`config.mk`:
```
export PLATFORM = sky130hd
export DESIGN_NAME = dac_serial_driver
export DESIGN_NICKNAME = d
export VERILOG_FILES = /design/src/rtl/dac_serial_pkg.sv /design/src/rtl/dac_bit_timer.sv /design/src/rtl/dac_serial_driver.sv
export SDC_FILE = /design/constraint.sdc
export NUM_CORES = 1
export LEC_CHECK = 0
export ABC_AREA = 1
export CAP_MARGIN = 20
export CELL_PAD_IN_SITES_DETAIL_PLACEMENT = 1
export CELL_PAD_IN_SITES_GLOBAL_PLACEMENT = 1
export CORE_MARGIN = 2
export CORE_UTILIZATION = 49
export CTS_CLUSTER_SIZE = 12
export DETAILED_ROUTE_END_ITERATION = 12
export DONT_BUFFER_PORTS = 1
export PLACE_DENSITY_LB_ADDON = 0.1
export SYNTH_ARGS = -nofsm -noshare
export SYNTH_HDL_FRONTEND = slang
export SYNTH_SLANG_ARGS = --single-unit
```
`constraint.sdc`:
```
create_clock -name clk_50M -period 2.41 [get_ports clk_50M]
set_input_delay 0.482 -clock clk_50M [delete_from_list [all_inputs] [get_ports clk_50M]]
set_output_delay 0.482 -clock clk_50M [all_outputs]
set_load 0.05 [all_outputs]
```
`src/rtl/dac_serial_pkg.sv`:
```
// Shared types and constants for the serial DAC write engine.
package dac_serial_pkg;

  typedef enum logic [2:0] {
    ST_IDLE,
    ST_SHIFT,
    ST_GAP,
    ST_LOAD,
    ST_CLEAR
  } state_t;

  localparam int DEF_DATA_W = 12;
  localparam int DEF_NUM_CH = 1;
  localparam int DEF_HALF   = 2;
  localparam int DEF_LD_GAP = 1;
  localparam int DEF_LD_W   = 2;
  localparam int DEF_CLR_W  = 2;

  // Counter width for values 0..v-1, never below one bit.
  function automatic int clog2(input int v);
    int r;
    r = 0;
    while ((1 << r) < v) r++;
    return (r < 1) ? 1 : r;
  endfunction

endpackage

```
`src/rtl/dac_bit_timer.sv`:
```
// SCLK half-period prescaler and bit counter for one shift frame.
module dac_bit_timer
  import dac_serial_pkg::*;
#(
  parameter int DATA_W = DEF_DATA_W,
  parameter int HALF   = DEF_HALF
) (
  input  logic clk,
  input  logic rst_n,
  input  logic start,
  input  logic run,
  output logic phase,
  output logic half_end,
  output logic bit_last,
  output logic shift_en
);

  localparam int HW = clog2(HALF);
  localparam int BW = clog2(DATA_W);

  logic [HW-1:0] pre;
  logic [BW-1:0] bit_cnt;

  assign half_end = (pre == HW'(HALF - 1));
  assign bit_last = (bit_cnt == BW'(DATA_W - 1));
  // End of a high phase that is followed by another bit.
  assign shift_en = run & half_end & phase & ~bit_last;

  always_ff @(posedge clk or negedge rst_n) begin
    if (!rst_n) begin
      pre     <= '0;
      phase   <= 1'b0;
      bit_cnt <= '0;
    end else if (start) begin
      pre     <= '0;
      phase   <= 1'b0;
      bit_cnt <= '0;
    end else if (run) begin
      if (half_end) begin
        pre   <= '0;
        phase <= ~phase;
        if (phase) bit_cnt <= bit_cnt + 1'b1;
      end else begin
        pre <= pre + 1'b1;
      end
    end
  end

endmodule

```
`src/rtl/dac_serial_driver.sv`:
```
// Multi-channel serial DAC write engine: shared CS/SCLK/LD/CLR, one SDI per DAC.
module dac_serial_driver
  import dac_serial_pkg::*;
#(
  parameter int DATA_W = DEF_DATA_W,
  parameter int NUM_CH = DEF_NUM_CH,
  parameter int HALF   = DEF_HALF,
  parameter int LD_GAP = DEF_LD_GAP,
  parameter int LD_W   = DEF_LD_W,
  parameter int CLR_W  = DEF_CLR_W
) (
  input  logic                     clk_50M,
  input  logic                     locked,
  input  logic [NUM_CH*DATA_W-1:0] din,
  input  logic                     din_load,
  input  logic                     din_valid,
  output logic                     din_ready,
  input  logic                     clr_req,
  output logic                     busy,
  output logic                     done,
  output logic                     dac_cs_n,
  output logic                     dac_sclk,
  output logic [NUM_CH-1:0]        dac_sdi,
  output logic                     dac_ld_n,
  output logic                     dac_clr_n
);

  if (DATA_W < 1 || DATA_W > 32 || NUM_CH < 1 || NUM_CH > 8 || HALF < 1 ||
      LD_GAP < 0 || LD_W < 1 || CLR_W < 1) begin : g_param_err
    $error("dac_serial_driver: parameter out of range");
  end

  localparam int CMAX = (LD_GAP > LD_W) ? ((LD_GAP > CLR_W) ? LD_GAP : CLR_W)
                                        : ((LD_W > CLR_W) ? LD_W : CLR_W);
  localparam int CW   = clog2(CMAX + 1);

  state_t                        state;
  logic                          clr_pend;
  logic                          ld_mode;
  logic [NUM_CH-1:0][DATA_W-1:0] sh;
  logic [NUM_CH-1:0][DATA_W-1:0] sh_nx;
  logic [CW-1:0]                 cnt;
  logic                          run;
  logic                          phase;
  logic                          half_end;
  logic                          bit_last;
  logic                          shift_en;
  logic                          start;

  // Handshake: a word transfers on a cycle with din_valid & din_ready; the
  // source holds din stable while valid is high and not yet accepted.
  // A pending or same-cycle clear withholds ready so the word stays offered.
  assign din_ready = (state == ST_IDLE) & ~clr_pend & ~clr_req;
  assign start     = din_valid & din_ready;
  assign run       = (state == ST_SHIFT);

  always_comb begin
    sh_nx = sh;
    for (int c = 0; c < NUM_CH; c++) sh_nx[c] = sh[c] << 1;
  end

  dac_bit_timer #(
    .DATA_W (DATA_W),
    .HALF   (HALF)
  ) u_timer (
    .clk      (clk_50M),
    .rst_n    (locked),
    .start    (start),
    .run      (run),
    .phase    (phase),
    .half_end (half_end),
    .bit_last (bit_last),
    .shift_en (shift_en)
  );

  always_ff @(posedge clk_50M or negedge locked) begin
    if (!locked) begin
      state     <= ST_IDLE;
      clr_pend  <= 1'b0;
      ld_mode   <= 1'b0;
      sh        <= '0;
      cnt       <= '0;
      busy      <= 1'b0;
      done      <= 1'b0;
      dac_cs_n  <= 1'b1;
      dac_sclk  <= 1'b1;
      dac_sdi   <= '0;
      dac_ld_n  <= 1'b1;
      dac_clr_n <= 1'b1;
    end else begin
      done <= 1'b0;
      if (clr_req && state != ST_IDLE) clr_pend <= 1'b1;
      case (state)
        ST_IDLE: begin
          if (clr_req || clr_pend) begin
            state     <= ST_CLEAR;
            clr_pend  <= 1'b0;
            cnt       <= '0;
            busy      <= 1'b1;
            dac_clr_n <= 1'b0;
          end else if (start) begin
            state    <= ST_SHIFT;
            busy     <= 1'b1;
            ld_mode  <= din_load;
            dac_cs_n <= 1'b0;
            dac_sclk <= 1'b0;
            for (int c = 0; c < NUM_CH; c++) begin
              sh[c]      <= din[c*DATA_W +: DATA_W];
              dac_sdi[c] <= din[c*DATA_W + DATA_W - 1];
            end
          end
        end
        ST_SHIFT: begin
          if (shift_en) begin
            dac_sclk <= 1'b0;
            sh       <= sh_nx;
            for (int c = 0; c < NUM_CH; c++) dac_sdi[c] <= sh_nx[c][DATA_W-1];
          end else if (half_end && !phase) begin
            dac_sclk <= 1'b1;
          end else if (half_end && bit_last) begin
            dac_cs_n <= 1'b1;
            dac_sdi  <= '0;
            cnt      <= '0;
            if (!ld_mode) begin
              state <= ST_IDLE;
              busy  <= 1'b0;
              done  <= 1'b1;
            end else if (LD_GAP == 0) begin
              state    <= ST_LOAD;
              dac_ld_n <= 1'b0;
            end else begin
              state <= ST_GAP;
            end
          end
        end
        ST_GAP: begin
          if (cnt == CW'(LD_GAP - 1)) begin
            state    <= ST_LOAD;
            cnt      <= '0;
            dac_ld_n <= 1'b0;
          end else begin
            cnt <= cnt + 1'b1;
          end
        end
        ST_LOAD: begin
          if (cnt == CW'(LD_W - 1)) begin
            state    <= ST_IDLE;
            busy     <= 1'b0;
            done     <= 1'b1;
            dac_ld_n <= 1'b1;
          end else begin
            cnt <= cnt + 1'b1;
          end
        end
        ST_CLEAR: begin
          if (cnt == CW'(CLR_W - 1)) begin
            state     <= ST_IDLE;
            busy      <= 1'b0;
            dac_clr_n <= 1'b1;
          end else begin
            cnt <= cnt + 1'b1;
          end
        end
        default: state <= ST_IDLE;
      endcase
    end
  end

endmodule

```
# After elaboration in Yosys (flattened, before gate mapping)
# Cells that the tools add are included.
[totals]
wordCells = 148
output_inout_bits = 8
ff_bits = 31
in_bits = 17
[op_classes]
n_bitwise = 11
n_mux = 67
n_reduce_logical = 29
eq_ne = 23
add_sub_neg = 3
[ops]
columns = ["cell", "count"]
rows = [
  ["1-bit two-way mux", 36],
  ["11-bit two-way mux", 3],
  ["2-bit != test, second input constant", 11],
  ["11-bit case mux with 2 select lines", 1],
  ["3-bit two-way mux", 7],
  ["6-bit AND reduction", 3],
  ["4-bit two-way mux", 4],
  ["2-bit two-way mux", 7],
  ["1-bit case mux with 2 select lines", 6],
  ["3-bit case mux with 4 select lines", 1],
  ["3-bit AND reduction", 4],
  ["2-bit nonzero test", 6],
  ["3-bit != test, second input constant", 3],
  ["2-bit case mux with 4 select lines", 1],
  ["4-bit AND reduction", 2],
  ["7-bit AND reduction", 1],
  ["1-bit bitwise AND", 6],
  ["3-bit by 2-bit == test with 1-bit output, second input constant", 2],
  ["3-bit nonzero test", 2],
  ["1-bit NOT", 5],
  ["5-bit AND reduction", 1],
  ["4-bit by 1-bit adder with 4-bit output, second input constant", 1],
  ["4-bit == test, second input constant", 1],
  ["2-bit by 1-bit != test with 1-bit output, second input constant", 2],
  ["other kinds (15)", 17],
]

# Longest topological paths before layout
[depth]
word_depth = 7
depth_mapped = 10

# Hierarchy
# From an unflattened synthesis, not the netlist that was laid out.
[unflattened]
hier_cells = 242
hier_area_um2 = 1798.0
[by_module_without_submodules]
columns = ["mod", "n_inst", "cells_each", "area_per_inst_um2", "seq_area_each_um2"]
rows = [
  ["dac_serial_driver", 1, 209, 1514.0, 630.6],
  ["dac_bit_timer", 1, 33, 284.0, 150.1],
]

# Worst setup path after synthesis
# No wires, ideal clock.
[synth_timing]
path_kind = "input to register"
from = "input port clr_req"
to = "register sh[10] (netlist bit)"
required_ns = 2.294
path_stages = 8
setup_slack_ns = 0.645
t_arrival_ns = 1.648
n_path_buf = 0
setup_ns = 0.116
path_cell_list = "nor2_2 inv_1 nor2_2 nand2_2 nand2_4 nand2_4 nand2_1 nand2_1"
[synth_via]
elab_chain_len = 5
[synth_rtl]
columns = ["element", "line", "source"]
rows = [
  ["from (decl)", "dac_serial_driver.sv:18", "input logic clr_req,"],
  ["1-bit NOT", "dac_serial_driver.sv:53", "assign din_ready = (state == ST_IDLE) & ~clr_pend & ~clr_req;"],
  ["1-bit bitwise AND", "dac_serial_driver.sv:53", ""],
  ["net din_ready", "dac_serial_driver.sv:17", "output logic din_ready,"],
  ["1-bit bitwise AND", "dac_serial_driver.sv:54", "assign start = din_valid & din_ready;"],
  ["2-bit != test (no line)", "-", ""],
  ["4-bit AND reduction (no line)", "-", ""],
  ["to (signal, indexed assignment)", "dac_serial_driver.sv:108", "sh[c] <= din[c*DATA_W +: DATA_W];"],
  ["to (signal assigned)", "dac_serial_driver.sv:116", "sh <= sh_nx;"],
  ["to (decl)", "dac_serial_driver.sv:40", "logic [NUM_CH-1:0][DATA_W-1:0] sh;"],
]
# The timed path passes the listed nets, and every way through them passes these cells.
# A chain may end at the register's enable or synchronous reset.

# Final worst setup path
[layout_timing]
from = "register state[2]"
to = "output port din_ready"
[layout_via]
elab_chain_len = 3
[layout_rtl]
columns = ["element", "line", "source"]
rows = [
  ["from (decl)", "dac_serial_driver.sv:37", "state_t state;"],
  ["from (signal assigned)", "dac_serial_driver.sv:78", "state <= ST_IDLE;"],
  ["from (signal assigned)", "dac_serial_driver.sv:96", "state <= ST_CLEAR;"],
  ["from (signal assigned)", "dac_serial_driver.sv:102", "state <= ST_SHIFT;"],
  ["3-bit zero test", "dac_serial_driver.sv:53", ""],
  ["1-bit bitwise AND (2 in series)", "dac_serial_driver.sv:53", ""],
  ["to (decl)", "dac_serial_driver.sv:17", ""],
]
# No other way between the ends.

==> metrics.txt <==
via count=1512; final setup TNS=0 ps; CP peak stage delay=500 ps; largest net degree at the start of global routing=32; reg2reg start=state[2]$_DFFE_PN0P_; Root Buffer=clkbuf_4; Slew @ Worst Pin=479.7 ps; Area Overhead vs Synth=6.577%; GPL Wtd Cong=0.8482; Worst setup EP type=output pin; master of the slowest instance on the critical path=dfrtp_1; IO buf count=0; CP Max Fanout=7; number of inserted diodes=0; CTS Hold Bufs=2; GRT overflow=0; GRT Overall Usage=0.2296; Post-CTS Setup Repair Bufs=0; initial DRC count=between 60 and 70; post-synth cell types=25; mapped cell area=1769 µm²; antenna violations before repair=0; Pre-antenna DRT Iters=4; CP cell instances=nor2_8 > nand2_1 > nor2_2 > buf_4; Critical Path Source=state[2]$_DFFE_PN0P_; cell row count=21; Initial Utilization=0.5220; die area=approximately 4100 µm²; Synth area leaders=dfrtp_1 (38%), nand2_1 (23%), dfstp_2 (5.9%); Place WS=663.2 ps; Worst Setup Start Kind=flop; WL/cell=14.38 µm; Setup CP Type=flop to output pin; Max Transition Viols Final=0; H-tree depth=2; Worst Hold Class=input pin to flop; Synth Instances=236; Finish-stage setup viols=0; Min Clock Period, post-route=1894 ps; Net Count, Synth=257; Power Dens Cells=about 1200 nW/µm²; final worst-path cycle share=0.7861; switching power total=1.048 mW; power share of the combinational group=0.392; estimated wirelength of the detail-placed design=3106 µm; Worst Path Required=1930 ps; sequential-to-total area share from yosys stat=0.4413; commonest non-fill, non-tap cell in the layout=nand2_1; chip width=64.09 µm; peak supply drop=0.7144 mV; first-pass GRT wire length=7245 µm; CTS tree=done; Core ar.=3390 µm²; vias in the first global route=1666; clock sink count=31; Clock Path Buffers=2; Yosys reg bits=31; largest area contributor in the synthesized netlist=dfrtp_1; Ys Warns=0; Nets=264; CTS buffer count=5; Fillers=472; post_cts resized=0; status=complete, no violations; Chip Height=64.09 µm; Final Worst Setup Slack=515.5 ps; post-synthesis average cell area=7.497 µm²; commonest cells after routing, fill and taps aside=nand2_1 (108), dfrtp_1 (27), inv_1 (24), nand3_1 (15), o21ai_0 (10); Final Hold Vio Count=0; fmax=roughly 530 MHz; Final ANT Viol Nets=0; IO Count=25; Pint=about 1.1 mW; share of cells above drive strength 1=0.1311; switching portion of total power=0.4769; clock network fraction of total power=0.130; maxcap violations=0; worst rel slew slack=0.6802; Clock Skews=roughly 5.4 ps; crit path DAT=1410 ps; via/cell ratio=5.214; clock latency on the worst-skew pair=330 ps; final wirelength=4169 µm; post-synth top area share=0.3819; Reg power frac=0.478; unrepaired setup endpoints after global routing=no; Lkg Pwr=1.016 nW; HP Start=din_load; drt drc=0; Clock transition at path regs=90 ps
## cell families after synthesis
family,Yosys count,synth area share
buffers and inverters,29,0.07355
flip-flops,31,0.4413
AO/OA/AOI/OAI,20,0.06719
AND/OR/NAND/NOR,152,0.3897
adder cells (fa/ha/maj),4,0.02829
## worst paths after layout
path / slack (ps) / endpoint / depth (start not counted)
worst max-delay path: 520 / din_ready / 4
worst min-delay path: 270 / ld_mode$_DFFE_PN0P_ / 2
worst max register to register: 690 / sh[6]$_DFFE_PN0P_ / 7
worst min register to register: 490 / sh[8]$_DFFE_PN0P_ / 2
max in group asynchronous: 1540 / dac_ld_n$_DFFE_PN1P_ / 2
min in group asynchronous: 630 / u_timer.phase$_DFFE_PN0P_ / 2
## state kept, by name (all words and copies together), names as in the netlist, 2 cells and up
register / count
sh: 11
u_timer.bit_cnt: 4
cnt: 2
state: 3
## worst max-delay path: cells and delay by family (launching register included)
kind	cells	cell delay, ps
flops	1	500
simple gates	3	370
buf+inv	1	210
## synth_stat cells (all sizes together)
cell and count:
nand4 1, nand2 114, inv 26, ha 4, buf 3, nor2 18
a21oi 8, dfstp 4, or2 1, nor3 2, o21a 1, dfrtp 27
nand3 16, o21ai 10, a31oi 1
## routing by layer
layer  GRT usage  vias to the layer above  part of all wire
met1      0.2520                      733              0.42
met5           0                        -                 0
li1            -                      743                 -
met2      0.4219                       29              0.52
met3     0.05810                        7             0.040
met4     0.08777                        0             0.018
## per-stage QoR
stage          total power, mW  instances  instance area, µm²  hold slack, ps  utilization
2_1_floorplan            1.709        236                1769           186.4            -
3_3_place_gp             1.847        280                1807           187.1       0.5330
3_5_place_dp             1.910        280                1807           187.3       0.5330
4_1_cts                  2.222        290                1886           256.8       0.5563
5_1_grt                  2.400        290                1886           262.4       0.5563
6_report                 2.197        290                1886           269.0       0.5563
## final cells by class
type                            instances  area (µm²)  share of cell area
Multi-Input combinational cell        176       858.3              0.4552
Sequential cell                        31       780.7              0.4141
Inverter                               26       102.6             0.05441
Tap cell                               46       57.56             0.03052
Clock buffer                            8       48.80             0.02588
Timing Repair Buffer                    3       37.54             0.01991
## power groups by stage
stage	Sequential, mW	Clock (mW)	Combinational [mW]
after floorplan	1.02	0	0.693
after global placement	1.05	0	0.799
after detailed placement	1.06	0	0.852
after CTS	1.05	0.299	0.872
after global routing	1.08	0.322	1.00
final	1.05	0.287	0.860
(Power assumes the default switching activity.)
